`config.mk`:
```
export PLATFORM = sky130hd
export DESIGN_NAME = i2c_init_sequencer
export DESIGN_NICKNAME = d
export VERILOG_FILES = /design/src/rtl/i2c_init_sequencer.sv
export SDC_FILE = /design/constraint.sdc
export NUM_CORES = 1
export LEC_CHECK = 0
export BUFFER_PORTS_ARGS = -buffer_cell sky130_fd_sc_hd__buf_2
export CORE_MARGIN = 1.5
export CORE_UTILIZATION = 56
export DETAILED_ROUTE_END_ITERATION = 10
export PLACE_DENSITY = 0.87
export RECOVER_POWER = 25
export SYNTH_ARGS = -nofsm -noshare
export SYNTH_HDL_FRONTEND = slang
export SYNTH_SLANG_ARGS = --single-unit
```
`constraint.sdc`:
```
create_clock -name I2C_clk -period 6 [get_ports I2C_clk]
set_clock_uncertainty 0.1 [all_clocks]
set_input_delay 0.9 -clock I2C_clk [delete_from_list [all_inputs] [get_ports I2C_clk]]
set_output_delay 0.9 -clock I2C_clk [all_outputs]
set_load 0.01 [all_outputs]
```
`src/rtl/i2c_init_sequencer.sv`:
```
// Register-initialisation sequencer: walks an external ROM table and issues one I2C write per
// entry, retrying on NACK/timeout. Define I2C_SEQ_GAP_EN to insert a bus-free gap between writes.
module i2c_init_sequencer #(
  parameter int unsigned NUM_ENTRIES = 16,
  parameter int unsigned IDX_W       = 4,
  parameter logic [6:0]  DEV_ADDR    = 7'h1A,
  parameter int unsigned MAX_RETRY   = 3,
  parameter int unsigned TIMEOUT     = 4095,
  parameter int unsigned TO_W        = 12,
  parameter int unsigned GAP_CYCLES  = 64
) (
  input  logic             I2C_clk,
  input  logic             reset,
  input  logic             start,
  output logic [IDX_W-1:0] rom_addr,
  input  logic [23:0]      rom_data,
  output logic [7:0]       dev_addr,
  output logic [7:0]       sub_addr_h,
  output logic [7:0]       sub_addr_l,
  output logic [7:0]       wr_data,
  output logic             write,
  output logic             ctrl_reset,
  input  logic             ready,
  input  logic             errory,
  output logic             busy,
  output logic             done,
  output logic             fail,
  output logic [IDX_W-1:0] fail_index
);

  localparam int unsigned RT_W = (MAX_RETRY < 2) ? 1 : $clog2(MAX_RETRY + 1);
  localparam logic [RT_W-1:0]  RT_MAX   = RT_W'(MAX_RETRY);
  localparam logic [TO_W-1:0]  TO_LAST  = TO_W'(TIMEOUT - 1);
  localparam logic [IDX_W-1:0] LAST_IDX = IDX_W'(NUM_ENTRIES - 1);
  localparam logic [23:0]      END_MARK = 24'hFFFFFF;

  if ((2 ** IDX_W) < NUM_ENTRIES || GAP_CYCLES == 0 || TIMEOUT == 0) begin : g_param_err
    $error("i2c_init_sequencer: inconsistent parameters");
  end

  typedef enum logic [3:0] {
    StIdle,
    StFetch,
    StLatch,
    StIssue,
    StWait,
    StRecover,
    StNext,
`ifdef I2C_SEQ_GAP_EN
    StGap,
`endif
    StDone,
    StFail
  } state_e;

  state_e          state_q;
  logic [1:0]      por_cnt_q;
  logic [RT_W-1:0] retry_q;
  logic [TO_W-1:0] timer_q;
  logic            rcv_q;

`ifdef I2C_SEQ_GAP_EN
  localparam int unsigned GAP_W = (GAP_CYCLES < 2) ? 1 : $clog2(GAP_CYCLES);
  localparam logic [GAP_W-1:0] GAP_LAST = GAP_W'(GAP_CYCLES - 1);
  logic [GAP_W-1:0] gap_q;
`endif

  assign dev_addr = {DEV_ADDR, 1'b0};

  always_ff @(posedge I2C_clk or negedge reset) begin
    if (!reset) begin
      state_q    <= StIdle;
      por_cnt_q  <= 2'd2;
      retry_q    <= '0;
      timer_q    <= '0;
      rcv_q      <= 1'b0;
      rom_addr   <= '0;
      sub_addr_h <= 8'h00;
      sub_addr_l <= 8'h00;
      wr_data    <= 8'h00;
      write      <= 1'b0;
      ctrl_reset <= 1'b1;
      busy       <= 1'b0;
      done       <= 1'b0;
      fail       <= 1'b0;
      fail_index <= '0;
`ifdef I2C_SEQ_GAP_EN
      gap_q      <= '0;
`endif
    end else begin
      // Pulses default low; controller stays in reset for two cycles after our own reset.
      write      <= 1'b0;
      done       <= 1'b0;
      ctrl_reset <= (por_cnt_q != 2'd0);
      if (por_cnt_q != 2'd0) begin
        por_cnt_q <= por_cnt_q - 2'd1;
      end

      case (state_q)
        StIdle: begin
          if (start) begin
            state_q  <= StFetch;
            rom_addr <= '0;
            retry_q  <= '0;
            fail     <= 1'b0;
            busy     <= 1'b1;
          end
        end

        StFetch: state_q <= StLatch;

        StLatch: begin
          if (rom_data == END_MARK) begin
            state_q <= StDone;
            done    <= 1'b1;
            busy    <= 1'b0;
          end else begin
            sub_addr_h <= rom_data[23:16];
            sub_addr_l <= rom_data[15:8];
            wr_data    <= rom_data[7:0];
            write      <= 1'b1;
            state_q    <= StIssue;
          end
        end

        StIssue: begin
          timer_q <= '0;
          state_q <= StWait;
        end

        StWait: begin
          if (ready) begin
            state_q <= StNext;
          end else if (errory || timer_q == TO_LAST) begin
            state_q    <= StRecover;
            ctrl_reset <= 1'b1;
            rcv_q      <= 1'b0;
          end else begin
            timer_q <= timer_q + 1'b1;
          end
        end

        // Two cycles of controller reset; the retry re-enters ISSUE with the latched bytes.
        StRecover: begin
          if (!rcv_q) begin
            rcv_q      <= 1'b1;
            ctrl_reset <= 1'b1;
          end else if (retry_q < RT_MAX) begin
            retry_q <= retry_q + 1'b1;
            write   <= 1'b1;
            state_q <= StIssue;
          end else begin
            fail       <= 1'b1;
            fail_index <= rom_addr;
            busy       <= 1'b0;
            state_q    <= StFail;
          end
        end

        StNext: begin
          retry_q <= '0;
          if (rom_addr == LAST_IDX) begin
            state_q <= StDone;
            done    <= 1'b1;
            busy    <= 1'b0;
          end else begin
            rom_addr <= rom_addr + 1'b1;
`ifdef I2C_SEQ_GAP_EN
            gap_q    <= '0;
            state_q  <= StGap;
`else
            state_q  <= StFetch;
`endif
          end
        end

`ifdef I2C_SEQ_GAP_EN
        StGap: begin
          if (gap_q == GAP_LAST) begin
            state_q <= StFetch;
          end else begin
            gap_q <= gap_q + 1'b1;
          end
        end
`endif

        StDone: state_q <= StIdle;

        StFail: state_q <= StIdle;

        default: begin
          state_q <= StIdle;
          busy    <= 1'b0;
        end
      endcase
    end
  end

endmodule
```
==> results.md, run 1 <==
- Status: finished, violations left
- Failing checks: capacitance limit, slew limit
- Synth area leader: dfrtp_1
- Top post-synthesis cells by area: dfrtp_1 (50%), mux2_2 (12%), xnor2_1 (3.8%)
- Crit-path max FO: 58
- Syn Std Cell Area: 2798 um^2
- First-pass GRT wire length: 9811 um
- Seq cells post-synth: 58
- Setup bufs post-CTS: 0
- Actual slew at the worst max-slew pin: 2.972 ns
- DRT antenna net count: 0
- Critical Path RT: 5.68 ns
- Clock root buffer: clkbuf_8
- Post-Route WL: 6044 um
- Startpoint Class: input port
- Multi-input logic area: 1231 um^2
- TritonCTS clock tree: yes
- Die Area: 5429 um^2
- Final setup viols: 0
- Resized Gates After CTS: 0
- H-tree Lvls: 3
- Mapped Cells: 256
- Vias/cell: 5.534
- Cell Chain, Critical Path: buf_2 > clkbuf_1
- Die H: 73.68 um
- Slew Limit Headroom: -98.13%
- Nets: 357
- Gr ovfl total: 0
- Hold Startpoint: por_cnt_q[0]
- Initial antenna violation count: 0
- Seq/Total Area, Yosys: 51.97%
- Setup_tns: 0 ns
- CTS Hold Bufs: 0
- Crit path buf inv count: 2
- Seq. cell area: 1454 um^2
- Tcrit/Tclk final: 56.84%
- Initial Util: 58.84%
- Avg Cell Area, Syn: 10.93 um^2
- P per Cell Area: 490.3 nW/um^2
- IO Port Bufs: 65
- Pre-CTS WS: 3.215 ns
- Pins over their slew limit: 59
- Final worst slack: 2.589 ns
- CP endpoint kind: async pin
- Hold Crit Class: reg -> reg
- # IOs: 74
- CP Class: in -> async
- Reg2reg start: state_q[2]
- GP Congestion: 0.8313
- Ys flop type: dfrtp_1
- Routed vias: 2186
- Initial detailed-routing violation count: 126
- Post-DP HPWL: 4238 um
- WL per Instance: 15.30 um
- Clock Latency Late Sink: 0.33 ns
- Count of clock tree sinks: 58
- Synth top area share: 50.09%
- Synth cell types: 44
- Yosys warning total: 0
- Pin count of the biggest net entering global routing: 59
- Clock Pin Slew Worst Setup and Hold Paths: 0.07 ns
- Core Util, Final: 72.11%
- Start point of the critical path: reset
- Filler instances: 350
- Clk buf depth: 2
- Hold slack: 0.3866 ns
- Period minus WS final: 3.411 ns
- Post-synth EDFFs: 0
- Drt first pass iters: 4
- Delay-heaviest family, CP: buffers and inverters
- Most frequent cells in the layout: buf_2 (65), dfrtp_1 (56), mux2_2 (29), nor2_1 (21), nand2_1 (18)
- Leak: 0.001583 uW
- Crit-path slowest cell: clkbuf_1
- Commonest non-fill, non-tap cell in the layout: buf_2
- Final Hold Fails: 0
- Core area: 4755 um^2
- GRT Total Usage: 24.72%
- Ys async rst share: 100.0%
- Share of cells above drive strength 1: 36.28%
- Ant. Diodes: 0
- Die width: 73.68 um
- RSZ-0062 raised after global routing: no
- Max cap viols: 1
- FP Rows: 25
- IR drop worst, VDD: 0.0002801 V
- Total power: 1681 uW
- Drc violations: 0
- Vias in the first global route: 2098
- Area Overhead vs Synth: 22.54%
- CP arrival: 3.09 ns
- Max Fclk: 0.2932 GHz
- Max stage delay on crit path: 2.09 ns
- CTS buffer count: 9
[layer usage]
metal	up-vias	share of wire (%)	wire [um]	GRT usage, %
li1	1027	-	-	-
met1	1076	40	2417	29.10
met2	68	53	3205	42.34
met3	15	4.7	282	5.898
met4	0	2.3	139	11.73
met5	-	0	0	0
[cells by family (layout without fill, tap and decap cells)]
logic type / Yosys count / after routing / share of synthesized area [%]
AOI/OAI and AO/OA: 32 / 32 / 8.006
muxes: 31 / 31 / 12.39
and+or+nand+nor: 88 / 88 / 16.23
DFF: 58 / 58 / 51.97
adders and majority gates: 5 / 5 / 2.236
other: 2 / 8 / 0.2684
buffers and inverters: 27 / 93 / 4.830
xor gates and xnor gates: 13 / 13 / 4.070
[where the power goes]
group	internal, uW	switching, uW
clock	361	153
sequential	518	107
combinational	267	275
[flip-flops by register name (all words and copies together), names as in the netlist]
name	cells
wr_data	8
retry_q	2
rcv_q	1
sub_addr_h	8
fail	1
write	1
timer_q	12
fail_index	4
ctrl_reset	1
done	1
sub_addr_l	8
state_q	4
busy	1
por_cnt_q	2
rom_addr	4
[per-stage QoR]
step | instances | instance area (um^2)
2_1_floorplan | 262 | 2820
6_report | 395 | 3428
3_3_place_gp | 379 | 3151
3_5_place_dp | 379 | 3151
5_1_grt | 395 | 3428
4_1_cts | 395 | 3432
[Yosys cell counts, types with 3 or more instances]
| cell | n |
|---|---|
| nand2_1 | 18 |
| clkbuf_1 | 5 |
| buf_4 | 8 |
| ha_1 | 5 |
| mux2_2 | 29 |
| xnor2_1 | 12 |
| inv_1 | 9 |
| dfrtp_1 | 56 |
| nor2_1 | 21 |
| a21oi_1 | 3 |
| and3_1 | 3 |
| nor3_1 | 6 |
| a31oi_1 | 5 |
| o22ai_1 | 3 |
| nand3_1 | 11 |
| buf_2 | 3 |
| nand4_1 | 8 |
| o21ai_0 | 9 |
| nor4_1 | 6 |
[final timing paths]
kind | cells past startpoint | endpoint | slack (ns)
max | 2 | sub_addr_l[1] | 2.59
max in group I2C_clk | 5 | timer_q[11] | 3.35
min in group asynchronous | 2 | timer_q[7] | 1.53
min | 1 | por_cnt_q[0] | 0.39
min reg2reg | 1 | por_cnt_q[0] | 0.39
max reg2reg | 5 | timer_q[11] | 3.35
[area by class of cell]
| type | instances | share of cell area, % |
|---|---|---|
| multi-input cells | 177 | 35.91 |
| clock inverters | 5 | 4.380 |
| flip-flops and latches | 58 | 42.41 |
| clock buffers | 11 | 3.832 |
| inverters | 9 | 0.9854 |
| well taps | 67 | 2.445 |
| repair buffers | 68 | 10.04 |
Note: power is estimated with default switching activity, not from simulation.
==> run 2, diff against run 1 <==
- ABC_AREA: default -> 1
- CORE_UTILIZATION: 56 -> 48
- PLACE_DENSITY: 0.87 -> 0.79
- clock period: 6 -> 3 ns (I/O delays scaled with it)
==> results.md, run 2 <==
- Synth Area in Compound Gates: 4.599% (-3.4 points)
- Die width: 81.60 um (+11%)
- Commonest non-fill, non-tap cell in the layout: nand2_1
- # IOs: 74 (unchanged)
- Hold Crit Class: in -> reg
- Drc violations: 0 (unchanged)
- Max stage delay on crit path: 0.46 ns (-1.63 ns)
- Largest register FFs: 12 (unchanged)
- Vias in the first global route: 2540 (+21%)
- Most frequent cells in the layout: nand2_1 (118), nand3_1 (58), dfrtp_1 (56), buf_2 (45), nor2_1 (31)
- Clock Pin Slew Worst Setup and Hold Paths: 0.07 ns (about the same)
- Vias/cell: 5.173 (-6.5%)
- Clock Latency Late Sink: 0.33 ns (about the same)
- Critical Path RT: 3.14 ns (-2.54 ns)
- Area Overhead vs Synth: 17.09%
- IR drop worst, VDD: 0.0005130 V (+83%)
- Die Area: 6659 um^2 (+23%)
- Seq cells post-synth: 58 (unchanged)
- Critical Path Most Common Cell: nand2_4
- Met2 Usage GRT: 37.11% (-5.2 points)
- Post-Route WL: 6526 um (+8.0%)
- RSZ-0062 raised after global routing: no
- Dominant cell by count in the synthesized netlist: nand2_1
- Avg Cell Area, Syn: 8.102 um^2 (-26%)
- DRT antenna net count: 0 (unchanged)
- Max Fclk: 0.4864 GHz
- Most used routing layer: met2
- Clock root buffer: clkbuf_8
- Global Route met1 Usage: 26.89% (-2.2 points)
- Post-synth EDFFs: 0 (unchanged)
- Count of clock tree sinks: 58 (unchanged)
- WL per Instance: 12.72 um (-17%)
- CTS buffer count: 9 (unchanged)
- Yosys warning total: 0 (unchanged)
- FP Rows: 28 (+12%)
- H-tree Lvls: 3 (unchanged)
- Startpoint Class: register
- Critical Path Stages: 8 (+6)
- Status: completed
- Met3 Use GR: 7.778% (+1.9 points)
- Drt first pass iters: 4 (unchanged)
- Initial detailed-routing violation count: 188 (+49%)
- Pin count of the biggest net entering global routing: 43 (-27%)
- Start point of the critical path: state_q[2]
- P per Cell Area: 801.5 nW/um^2 (+63%)
- Hold slack: 0.2549 ns (-0.1317 ns)
- Simple-gate share of the synthesized area: 33.38% (+17 points)
- Ys async rst share: 100.0% (unchanged)
- Post-DP HPWL: 4681 um (+10%)
- Setup_tns: 0 ns (unchanged)
- Clk buf depth: 2 (unchanged)
- CP endpoint kind: register
- Nets: 468 (+31%)
- CP Class: reg -> reg
- Leak: 0.001849 uW (+17%)
- Initial Util: 49.79% (-9.1 points)
- Initial antenna violation count: 0 (unchanged)
- Ant. Diodes: 0 (unchanged)
- Hold Startpoint: rom_data[14]
- GRT Total Usage: 22.15% (-2.6 points)
- Hold-critical path depth: 3 (+2)
- Cell Chain, Critical Path: inv_2 > nor2_1 > nand2_4 > nor2_8 > nand3_4 > nand2_4 > nand3_1 > o21ai_0
- Setup bufs post-CTS: 0 (unchanged)
- Multiplexer share of the synthesized area: 0% (-12 points)
- Routed vias: 2654 (+21%)
- Synth top area share: 47.26% (-2.8 points)
- Synth area leader: dfrtp_1
- Crit-path slowest cell: nor2_1
- Pins over their slew limit: 0 (-100%)
- Placement Cell Area: 3309 um^2 (+5.0%)
- Syn Std Cell Area: 2965 um^2 (+6.0%)
- Top reg by flops: timer_q
- Max cap viols: 0 (-1)
- Post-Synth Adder-Cell Area: 2.110% (-0.13 points)
- First-pass GRT wire length: 11180 um (+14%)
- Share of cells above drive strength 1: 16.67% (-20 points)
- Top post-synthesis cells by area: dfrtp_1 (47%), nand2_1 (15%), nand3_1 (9.8%)
- Core Util, Final: 58.30% (-14 points)
- Seq/Total Area, Yosys: 49.03% (-2.9 points)
- Final Hold Fails: 0 (unchanged)
- IO Port Bufs: 65 (unchanged)
- TritonCTS clock tree: yes
- Crit-path max FO: 16 (-72%)
- GP Congestion: 0.9473 (+14%)
- Gr ovfl total: 0 (unchanged)
- Actual slew at the worst max-slew pin: 0.9274 ns (-2.044 ns)
- Core area: 5956 um^2 (+25%)
- Largest family of logic cells by synthesized area: simple AND/OR/NAND/NOR gates
- Commonest cells in the netlist: nand2_1 (118), nand3_1 (58), dfrtp_1 (56), nor2_1 (30), inv_1 (24)
- Ys flop type: dfrtp_1
- Design area: 3472 um^2 (+1.3%)
- Crit path buf inv count: 1 (-1)
- Final setup viols: 0 (unchanged)
- Resized Gates After CTS: 0 (unchanged)
- Die H: 81.60 um (+11%)
- Period minus WS final: 2.056 ns
- Mapped Cells: 366 (+43%)
- CP arrival: 2.20 ns (-0.89 ns)
- Reg2reg start: state_q[2]
- Slew Limit Headroom: 38.17% (+140 points)
- Worst reg-to-reg path cell count: 8 (+3)
- Delay-heaviest family, CP: simple AND/OR/NAND/NOR gates
- Synth cell types: 32 (-27%)
- Tcrit/Tclk final: 68.53%
- Xor-xnor portion of the synthesized cell area: 3.544% (-0.53 points)
## run 2: cell count changes in the layout (fill, tap and decap cells not counted), moves of 6 or more
cell      previous run  this run
inv_1                9        24
xnor2_1             12         3
nor3_1               6         0
clkbuf_1             3        22
xor2_1               1         9
buf_2               65        45
nor4_1               6         0
nand3_1             11        58
nor2_1              21        31
nand2_1             18       118
mux2_2              29         0
## run 2: metrics by stage
step / total power, uW / instances / setup slack [ns]
5_1_grt: 3008 / 513 / 0.7713
3_5_place_dp: 2130 / 497 / 1.001
2_1_floorplan: 1809 / 372 / 1.493
3_3_place_gp: 2101 / 497 / 1.044
4_1_cts: 2834 / 513 / 0.9888
6_report: 2783 / 513 / 0.9442
## run 2: path summary, 6_finish.rpt
kind,to,slack [ns]
min in group asynchronous,state_q[0],0.67
max in group asynchronous,timer_q[3],1.07
setup reg to reg,timer_q[0],0.94
setup / recovery,timer_q[0],0.94
hold / removal,sub_addr_l[6],0.25
hold reg to reg,sub_addr_h[2],0.37
## run 2: cells by family after synthesis
| kind of cell | after synthesis |
|---|---|
| compound gates | 24 |
| xor+xnor | 12 |
| fa+ha+maj | 5 |
| buf+inv | 43 |
| flops | 58 |
| other cells | 2 |
| simple gates | 222 |
## run 2: where the power goes
| part | leakage, uW | switching, uW | internal [uW] | total [uW] |
|---|---|---|---|---|
| Clock | 0.0000962 | 298 | 399 | 698 |
| Combinational | 0.00101 | 632 | 323 | 955 |
| Sequential | 0.000743 | 127 | 1000 | 1130 |
| Total | 0.00185 | 1060 | 1720 | 2780 |
## run 2: routing by layer
metal  up-vias  wire length, um
li1       1298                -
met1      1255             2767
met2        93             3163
met3         8              524
met4         0               70
met5         -                0
## run 2: worst reg2reg max path, stage by stage (launching register included)
cell and delay, ns:
dfrtp_1 0.40, inv_2 0.04, nor2_1 0.46, nand2_4 0.22, nor2_8 0.16, nand3_4 0.21, nand2_4 0.20, nand3_1 0.09
o21ai_0 0.09
## run 2: area by class of cell
cell class                 count  area (um^2)
fill                         559         2484
clock inverter                 3        40.04
timing repair buffer          68        325.3
tap                           75        93.84
clock buffer                  12        145.1
inverter                      26        97.59
sequential                    58         1454
multi-input combinational    271         1316
## run 2: what timing repair did
item	4_1_cts	5_1_grt
endpoints found under the hold margin	14	0
hold buffers	1	0
endpoints found under the setup margin	0	0
